--- config.mk ---
export PLATFORM = sky130hd
export DESIGN_NAME = store_unit_flat
export DESIGN_NICKNAME = d
export VERILOG_FILES = /design/src/rtl/store_unit_if.sv /design/src/rtl/store_unit.sv /design/src/flat_wrapper.sv
export SDC_FILE = /design/constraint.sdc
export NUM_CORES = 1
export LEC_CHECK = 0
export ABC_AREA = 1
export BUFFER_PORTS_ARGS = -buffer_cell sky130_fd_sc_hd__buf_4
export CELL_PAD_IN_SITES_DETAIL_PLACEMENT = 0
export CELL_PAD_IN_SITES_GLOBAL_PLACEMENT = 2
export CORE_ASPECT_RATIO = 0.5
export CORE_MARGIN = 2
export CORE_UTILIZATION = 22
export CTS_CLUSTER_SIZE = 30
export DETAILED_ROUTE_END_ITERATION = 6
export PLACE_DENSITY = 0.85
export SLEW_MARGIN = 20
export SYNTH_ARGS = -nofsm -noshare
export SYNTH_HDL_FRONTEND = slang
export SYNTH_SLANG_ARGS = --single-unit
--- constraint.sdc ---
create_clock -name I_clk -period 1.1 [get_ports I_clk]
set_input_delay 0.055 -clock I_clk [delete_from_list [all_inputs] [get_ports I_clk]]
set_output_delay 0.055 -clock I_clk [all_outputs]
set_load 0.005 [all_outputs]
--- src/rtl/store_unit_if.sv ---
// -----------------------------------------------------------------------------
// store_unit_if : request/memory bus bundle for store_unit
//   Request side : I_req, I_storesel, I_addr, I_data -> O_busy, O_done, O_fault
//   Memory side  : O_mem_addr, O_mem_wdata, O_mem_be, O_mem_we, O_mem_re
//                  <- I_mem_rdata, I_mem_ack
//   slave  modport : store_unit view (drives O_*)
//   master modport : requester / memory model view (drives I_*)
// -----------------------------------------------------------------------------
interface store_unit_if #(
   parameter int unsigned ADDR_W = 32
);
   logic                I_req;
   logic [1:0]          I_storesel;
   logic [ADDR_W-1:0]   I_addr;
   logic [31:0]         I_data;
   logic                O_busy;
   logic                O_done;
   logic                O_fault;
   logic [ADDR_W-1:0]   O_mem_addr;
   logic [31:0]         O_mem_wdata;
   logic [3:0]          O_mem_be;
   logic                O_mem_we;
   logic                O_mem_re;
   logic [31:0]         I_mem_rdata;
   logic                I_mem_ack;

   modport slave (
      input  I_req, I_storesel, I_addr, I_data, I_mem_rdata, I_mem_ack,
      output O_busy, O_done, O_fault, O_mem_addr, O_mem_wdata, O_mem_be,
             O_mem_we, O_mem_re
   );

   modport master (
      output I_req, I_storesel, I_addr, I_data, I_mem_rdata, I_mem_ack,
      input  O_busy, O_done, O_fault, O_mem_addr, O_mem_wdata, O_mem_be,
             O_mem_we, O_mem_re
   );
endinterface

--- src/rtl/store_unit.sv ---
// -----------------------------------------------------------------------------
// store_unit : SB/SH/SW store engine with lane alignment and misalign faulting
//   I_clk   : clock, all state on rising edge
//   I_rstn  : asynchronous active-low reset
//   sif     : store_unit_if.slave (request handshake + memory strobe bus)
// Optional feature macro STORE_RMW_EN: read-modify-write for partial stores
// to memories without byte enables (READ state, O_mem_re, merged wdata,
// O_mem_be forced to 1111 on write). Undefined: O_mem_re is tied 0.
// -----------------------------------------------------------------------------
module store_unit #(
   parameter int unsigned ADDR_W = 32
) (
   input  logic          I_clk,
   input  logic          I_rstn,
   store_unit_if.slave   sif
);
   localparam int unsigned DATA_W = 32;
   localparam int unsigned BE_W   = 4;
   localparam int unsigned ST_W   = 3;

   typedef enum logic [ST_W-1:0] {
      S_IDLE  = 3'd0,
      S_WRITE = 3'd1,
      S_DONE  = 3'd2,
      S_FAULT = 3'd3
`ifdef STORE_RMW_EN
      , S_READ = 3'd4
`endif
   } state_t;

   state_t              r_state;
   state_t              w_state_nxt;

   logic                w_accept;
   logic                w_req_fault;
   logic [BE_W-1:0]     w_req_be;
   logic [DATA_W-1:0]   w_req_wdata;
   logic [ADDR_W-1:0]   w_req_maddr;

   logic                w_busy_nxt;
   logic                w_we_nxt;
   logic                w_done_nxt;
   logic                w_fault_nxt;

   logic                r_busy;
   logic                r_we;
   logic                r_done;
   logic                r_fault;
   logic [ADDR_W-1:0]   r_mem_addr;
   logic [DATA_W-1:0]   r_mem_wdata;
   logic [BE_W-1:0]     r_mem_be;

`ifdef STORE_RMW_EN
   logic                w_re_nxt;
   logic                r_re;

   // Enabled lanes from the new data, remaining lanes from the read word
   function automatic logic [DATA_W-1:0] merge_lanes(
      input logic [DATA_W-1:0] new_w,
      input logic [DATA_W-1:0] old_w,
      input logic [BE_W-1:0]   be
   );
      logic [DATA_W-1:0] res;
      res = old_w;
      for (int i = 0; i < int'(BE_W); i++) begin
         if (be[i]) res[8*i +: 8] = new_w[8*i +: 8];
      end
      return res;
   endfunction
`else
   logic                w_unused_rdata;
   assign w_unused_rdata = ^sif.I_mem_rdata;
`endif

   assign w_accept = (r_state == S_IDLE) && sif.I_req;

   // Misaligned halfword/word and the reserved encoding are rejected
   assign w_req_fault = (sif.I_storesel == 2'b11)
                     || ((sif.I_storesel == 2'b01) && sif.I_addr[0])
                     || ((sif.I_storesel == 2'b10) && (sif.I_addr[1:0] != 2'b00));

   assign w_req_maddr = {sif.I_addr[ADDR_W-1:2], 2'b00};

   // Lane enables and replicated write data for the incoming request
   always_comb begin
      w_req_be    = '0;
      w_req_wdata = '0;
      case (sif.I_storesel)
         2'b00: begin
            w_req_be    = BE_W'(4'b0001 << sif.I_addr[1:0]);
            w_req_wdata = {4{sif.I_data[7:0]}};
         end
         2'b01: begin
            w_req_be    = sif.I_addr[1] ? 4'b1100 : 4'b0011;
            w_req_wdata = {2{sif.I_data[15:0]}};
         end
         2'b10: begin
            w_req_be    = 4'b1111;
            w_req_wdata = sif.I_data;
         end
         default: begin
            w_req_be    = '0;
            w_req_wdata = '0;
         end
      endcase
   end

   // State register
   always_ff @(posedge I_clk or negedge I_rstn) begin
      if (!I_rstn) r_state <= S_IDLE;
      else         r_state <= w_state_nxt;
   end

   // Next-state logic
   always_comb begin
      w_state_nxt = r_state;
      case (r_state)
         S_IDLE: begin
            if (sif.I_req) begin
               if (w_req_fault) begin
                  w_state_nxt = S_FAULT;
`ifdef STORE_RMW_EN
               end else if (w_req_be != 4'b1111) begin
                  w_state_nxt = S_READ;
`endif
               end else begin
                  w_state_nxt = S_WRITE;
               end
            end
         end
`ifdef STORE_RMW_EN
         S_READ:  if (sif.I_mem_ack) w_state_nxt = S_WRITE;
`endif
         S_WRITE: if (sif.I_mem_ack) w_state_nxt = S_DONE;
         S_DONE:  w_state_nxt = S_IDLE;
         S_FAULT: w_state_nxt = S_IDLE;
         default: w_state_nxt = S_IDLE;
      endcase
   end

   // Output decode from the next state so strobes are registered
   always_comb begin
      w_busy_nxt  = (w_state_nxt != S_IDLE);
      w_we_nxt    = (w_state_nxt == S_WRITE);
      w_done_nxt  = (w_state_nxt == S_DONE);
      w_fault_nxt = (w_state_nxt == S_FAULT);
`ifdef STORE_RMW_EN
      w_re_nxt    = (w_state_nxt == S_READ);
`endif
   end

   // Output and datapath registers
   always_ff @(posedge I_clk or negedge I_rstn) begin
      if (!I_rstn) begin
         r_busy      <= 1'b0;
         r_we        <= 1'b0;
         r_done      <= 1'b0;
         r_fault     <= 1'b0;
         r_mem_addr  <= '0;
         r_mem_wdata <= '0;
         r_mem_be    <= '0;
`ifdef STORE_RMW_EN
         r_re        <= 1'b0;
`endif
      end else begin
         r_busy  <= w_busy_nxt;
         r_we    <= w_we_nxt;
         r_done  <= w_done_nxt;
         r_fault <= w_fault_nxt;
`ifdef STORE_RMW_EN
         r_re    <= w_re_nxt;
`endif
         if (w_accept && !w_req_fault) begin
            r_mem_addr  <= w_req_maddr;
            r_mem_wdata <= w_req_wdata;
            r_mem_be    <= w_req_be;
         end
`ifdef STORE_RMW_EN
         // Captured read word fills the lanes the store does not touch
         if ((r_state == S_READ) && sif.I_mem_ack) begin
            r_mem_wdata <= merge_lanes(r_mem_wdata, sif.I_mem_rdata, r_mem_be);
            r_mem_be    <= 4'b1111;
         end
`endif
      end
   end

   assign sif.O_busy      = r_busy;
   assign sif.O_done      = r_done;
   assign sif.O_fault     = r_fault;
   assign sif.O_mem_we    = r_we;
   assign sif.O_mem_addr  = r_mem_addr;
   assign sif.O_mem_wdata = r_mem_wdata;
   assign sif.O_mem_be    = r_mem_be;
`ifdef STORE_RMW_EN
   assign sif.O_mem_re    = r_re;
`else
   assign sif.O_mem_re    = 1'b0;
`endif

endmodule

--- src/flat_wrapper.sv ---
// flat-port wrapper written by rule: the top's interface ports become plain ports
module store_unit_flat 
#(
   parameter int unsigned ADDR_W = 32
)
  (I_clk, I_rstn, sif_I_req, sif_I_storesel, sif_I_addr, sif_I_data, sif_I_mem_rdata, sif_I_mem_ack, sif_O_busy, sif_O_done, sif_O_fault, sif_O_mem_addr, sif_O_mem_wdata, sif_O_mem_be, sif_O_mem_we, sif_O_mem_re);
  store_unit_if #(.ADDR_W(ADDR_W)) sif_i ();
  input  logic I_clk;
  input  logic I_rstn;
  input wire logic [$bits(sif_i.I_req)-1:0] sif_I_req;
  input wire logic [$bits(sif_i.I_storesel)-1:0] sif_I_storesel;
  input wire logic [$bits(sif_i.I_addr)-1:0] sif_I_addr;
  input wire logic [$bits(sif_i.I_data)-1:0] sif_I_data;
  input wire logic [$bits(sif_i.I_mem_rdata)-1:0] sif_I_mem_rdata;
  input wire logic [$bits(sif_i.I_mem_ack)-1:0] sif_I_mem_ack;
  output wire logic [$bits(sif_i.O_busy)-1:0] sif_O_busy;
  output wire logic [$bits(sif_i.O_done)-1:0] sif_O_done;
  output wire logic [$bits(sif_i.O_fault)-1:0] sif_O_fault;
  output wire logic [$bits(sif_i.O_mem_addr)-1:0] sif_O_mem_addr;
  output wire logic [$bits(sif_i.O_mem_wdata)-1:0] sif_O_mem_wdata;
  output wire logic [$bits(sif_i.O_mem_be)-1:0] sif_O_mem_be;
  output wire logic [$bits(sif_i.O_mem_we)-1:0] sif_O_mem_we;
  output wire logic [$bits(sif_i.O_mem_re)-1:0] sif_O_mem_re;
  assign sif_i.I_req = sif_I_req;
  assign sif_i.I_storesel = sif_I_storesel;
  assign sif_i.I_addr = sif_I_addr;
  assign sif_i.I_data = sif_I_data;
  assign sif_i.I_mem_rdata = sif_I_mem_rdata;
  assign sif_i.I_mem_ack = sif_I_mem_ack;
  assign sif_O_busy = sif_i.O_busy;
  assign sif_O_done = sif_i.O_done;
  assign sif_O_fault = sif_i.O_fault;
  assign sif_O_mem_addr = sif_i.O_mem_addr;
  assign sif_O_mem_wdata = sif_i.O_mem_wdata;
  assign sif_O_mem_be = sif_i.O_mem_be;
  assign sif_O_mem_we = sif_i.O_mem_we;
  assign sif_O_mem_re = sif_i.O_mem_re;
  store_unit #(.ADDR_W(ADDR_W)) u_core (.I_clk(I_clk), .I_rstn(I_rstn), .sif(sif_i));
endmodule
### Word-level counts from Yosys, hierarchy flattened

Cells that the tools add are included.

| operators by class | value |
|---|---|
| muxes and demuxes | 7 |
| reductions and logical operators | 11 |
| eq/ne operators | 7 |
| shift operators | 1 |

Operator list:

| cell | count |
|---|---|
| case mux 32 bit (3 select lines) | 1 |
| case mux 4 bit (3 select lines) | 1 |
| == test 3 x 1 -> 1 bit, second input constant | 2 |
| == test 3 x 2 -> 1 bit, second input constant | 2 |
| 2-to-1 mux 3 bit | 2 |
| case mux 3 bit (2 select lines) | 1 |
| == test 2 bit, second input constant | 2 |
| logical AND 1 bit | 4 |
| 2-to-1 mux 4 bit | 1 |
| << shifter 1 x 2 -> 4 bit, first input constant | 1 |
| zero test 3 bit | 1 |
| nonzero test 3 bit | 1 |
| == test 2 x 1 -> 1 bit, second input constant | 1 |
| zero test 2 bit | 1 |
| logical OR 1 bit | 2 |
| 2-to-1 mux 2 bit | 1 |
| nonzero test 2 bit | 1 |
| zero test 1 bit | 1 |

| storage, ports and cells | value |
|---|---|
| flip-flop bits (word level) | 73 |
| input port bits | 102 |
| output and inout port bits | 73 |
| word-level logic and storage cells | 34 |

### Logic depth before layout (Yosys ltp)

| depth | value |
|---|---|
| depth in word-level cells | 8 |
| gate-level depth with buffers | 9 |
| mapped depth without buffers | 6 |

### Worst setup path before layout

No wires, ideal clock.

| timing | value |
|---|---|
| path type | register to register |
| start point | reg u_core.r_state[0] |
| end point | reg u_core.r_mem_wdata[10] (netlist: u_core.sif.O_mem_wdata[10]) |
| library setup time | 117 ps |
| stages on the path, launching flop included | 9 |
| buffers on the path | 2 |
| required time | 983 ps |
| setup slack | -105 ps |
| arrival | 1088 ps |
| cell sequence | dfrtp_1 -> inv_2 -> nand2_1 -> nor2_2 -> nand2_2 -> buf_6 -> buf_6 -> nand2_1 -> nand2_1 |

| on the way | value |
|---|---|
| word-level cells in the longest chain between the ends | 3 |

RTL lines:

| item | line | RTL |
|---|---|---|
| start, declared | store_unit.sv:31 | `state_t r_state;` |
| start signal, assigned | store_unit.sv:111 | `else r_state <= w_state_nxt;` |
| zero test 3 bit | store_unit.sv:75 | `assign w_accept = (r_state == S_IDLE) && sif.I_req;` |
| logical AND 1 bit | store_unit.sv:75 |  |
| logical AND 1 bit | store_unit.sv:173 | `if (w_accept && !w_req_fault) begin` |
| end signal, assigned | store_unit.sv:175 | `r_mem_wdata <= w_req_wdata;` |
| end, declared | store_unit.sv:50 | `logic [DATA_W-1:0] r_mem_wdata;` |

Every way passes these cells.
A chain may end at the register's enable or synchronous reset.

### Worst setup path in the final report

| timing | value |
|---|---|
| start point | reg u_core.r_state[2] |
| end point | reg u_core.r_mem_wdata[4] (netlist: u_core.sif.O_mem_wdata[4]) |

The elaborated chain is that of the path after synthesis.

==> flow_metrics.tcl <==
set metrics [dict create \
    outcome "finished, violations left" \
    violations "setup timing" \
    cp-start-kind "register" \
    vias_per_cell 4.22 \
    crit_type "reg -> reg" \
    final_area_mm2 0.00539 \
    post-route-period-util_pct 113 \
    max_cap_violations 0 \
    multiInputGateArea_mm2 0.00132 \
    clock_path_buffers 2 \
    drtAntennaViolNets 0 \
    drive_gt1_share_pct 31.1 \
    hpwlAfterDp_um 7820 \
    fillerInstances 1534 \
    layout-area-overhead-vs-synth_pct 59.4 \
    cts_tree "yes" \
    synth.avg_cell_area_um2 8.15 \
    track_usage_pct 13.8 \
    powerDensity_mw_per_mm2 1740 \
    synthTopCellsByArea "dfrtp_1 (54%), nand2_1 (19%), nand3_1 (16%)" \
    wl_um 11200 \
    synth_seq_cells 73 \
    crit_buf_inv 3 \
    setup_slack_ps -148 \
    slew_violations 0 \
    dp_cells 740 \
    worst_ep_required_time_ps 1320 \
    core_mm2 0.0147 \
    synth_top_family_by_area "simple AND/OR/NAND/NOR gates" \
    remaining_drc_errors 0 \
    ys_seq_area_share_pct 54.0 \
    synth-xor-area-share_pct 0 \
    post-route-min-period_ps 1250 \
    cts.clk_slew.worst_paths_ps 60 \
    drt_iter0_drc 237 \
    grt_pass1_wl_um 17600 \
    cpLargestDelayFamily "flip-flops" \
    cts.sinks 73 \
    synth_fa_ha_area_share_pct 0 \
    layout_commonest_cell "nand2_1" \
    finalHoldViolations 0 \
    avgRoutedWirePerCell_um 14.1 \
    highest_layer "met4" \
    cts_buffers 9 \
    clk_latency_ps 330 \
    die_area_mm2 0.0164 \
    wl_met3_um 470 \
    ys_types 17 \
    io_pins 175 \
    peakVddDrop_uv 775 \
    antenna_found_initial 0 \
    dr_wl_met2_um 5590 \
    finalSetupViolCount 68 \
    grt_pass1_vias 3278 \
    dieHeight_um 91.7 \
    yosys.area.top_type "dfrtp_1" \
    syn_inst 415 \
    finalClockSkew_ps 8.43 \
    tightest_slew_ps 529 \
    dpl_cell_area_mm2 0.00466 \
    cp_cell_sequence "inv_1, nand2_2, nor2_4, buf_12, nand2_4, buf_12, nand2_1, nand2_1" \
    layout.cells.non_filler 793 \
    chipWidth_um 179 \
    grt_setup_unrepaired "yes" \
    netlist.area_leader.share_pct 54.0 \
    synth-simple-area-share_pct 37.3 \
    max_stage_delay_ps 380 \
    antennaDiodeCount 0 \
    gp_congestion 0.760 \
    wl_met1_um 4900 \
    portBuffers 139 \
    power.leakage_uw 0.00292 \
    overflow 0 \
    arrival_ps 1460 \
    start_util_pct 22.9 \
    most-common-layout-cells "nand2_1 (169), buf_4 (147), nand3_1 (107)" \
    grt_max_degree 74 \
    yosys_warnings 0 \
    relSlewSlack_pct 64.6 \
    synth_mux_area_share_pct 0 \
    cts-root-buf "clkbuf_16" \
    regArea_mm2 0.00183 \
    syn_area_mm2 0.00338 \
    std_cell_rows 31 \
    vias 3346 \
    critPathMaxFanout 36 \
    end_kind "register" \
    fmax_ghz 0.801 \
    firstDrtPassIters 4 \
    synth_compound_area_share_pct 0.740 \
    min_path_type "in -> reg" \
    crit_slowest_cell "dfrtp_1" \
    h-tree-depth 3 \
    layout.nets 692 \
]
-- report_power, final --
group	switching, uW	internal [uW]	leakage, uW
sequential	383	3340	0.000929
clock	1140	1970	0.000152
combinational	1110	1430	0.00184
-- cell families after synthesis --
group | after synthesis
other cells | 1
flops | 73
simple gates | 294
compound gates | 5
buf+inv | 42
-- repair_timing --
action,4_1_cts,5_1_grt
hold buffers,35,0
resized for setup,4,3
pin swaps,1,1
endpoints found under the hold margin,107,0
endpoints found under the setup margin,68,71
buffers inserted,0,1
gates cloned,0,1
-- final cells by class --
cell class / count / area share [%]
Clock inverter: 6 / 1.53
Tap cell: 198 / 4.60
Timing Repair Buffer: 191 / 30.3
Sequential cell: 73 / 33.9
Multi-Input combinational cell: 303 / 24.5
Clock buffer: 10 / 4.25
Inverter: 12 / 0.882
-- worst paths after layout --
| kind | startpoint | end | slack [ps] | cells after the start |
|---|---|---|---|---|
| max | u_core.r_state[2]$_DFF_PN0_ | u_core.sif.O_mem_wdata[4]$_DFFE_PN0P_ | -150 | 8 |
| min | sif_I_data[6] | u_core.sif.O_mem_wdata[6]$_DFFE_PN0P_ | 10 | 3 |
| max reg2reg | u_core.r_state[2]$_DFF_PN0_ | u_core.sif.O_mem_wdata[4]$_DFFE_PN0P_ | -150 | 8 |
| min reg2reg | u_core.sif.O_mem_addr[26]$_DFFE_PN0P_ | u_core.sif.O_mem_addr[26]$_DFFE_PN0P_ | 470 | 2 |
| max in group asynchronous | I_rstn | u_core.sif.O_mem_addr[26]$_DFFE_PN0P_ | 470 | 3 |
| min in group asynchronous | I_rstn | u_core.sif.O_mem_wdata[22]$_DFFE_PN0P_ | 280 | 3 |
-- tightest hold or removal path, stage by stage --
cell and delay [ps]:
buf_4 110, nand3_1 80, nand2_1 70
-- layer usage --
metal	track usage [%]	vias up
met5	0	-
met4	4.64	0
met3	3.44	19
met2	22.9	73
met1	17.6	1574
li1	-	1680
-- sequential cells by signal (all words and copies together) (netlist names) --
| name | count |
|---|---|
| u_core.r_state | 3 |
| u_core.sif.O_busy | 1 |
| u_core.sif.O_done | 1 |
| u_core.sif.O_fault | 1 |
| u_core.sif.O_mem_addr | 30 |
| u_core.sif.O_mem_be | 4 |
| u_core.sif.O_mem_wdata | 32 |
| u_core.sif.O_mem_we | 1 |
-- cells in the mapped netlist --
library cell / instances
inv_1: 10
nor2_1: 6
conb_1: 1
o21ai_0: 5
buf_1: 2
nand2_1: 174
nor2_2: 2
nor2_4: 1
inv_4: 1
buf_4: 12
nand3_1: 107
buf_6: 7
inv_2: 1
clkbuf_1: 3
dfrtp_1: 73
nand2_2: 4
buf_2: 6
-- metrics by stage --
step / utilization (%) / hold slack, ps / worst slack [ps] / power, uW / TNS, ps
floorplan: - / -241 / -38.3 / 4610 / -1700
global placement: 31.6 / 105 / -137 / 6180 / -6920
detailed placement: 31.6 / 109 / -174 / 6200 / -8830
CTS: 36.2 / 3.10 / -171 / 9480 / -9670
global route: 36.6 / 29.4 / -246 / 9950 / -14610
finish: 36.6 / 11.0 / -148 / 9370 / -8430
Note: power is estimated with default switching activity, not from simulation.
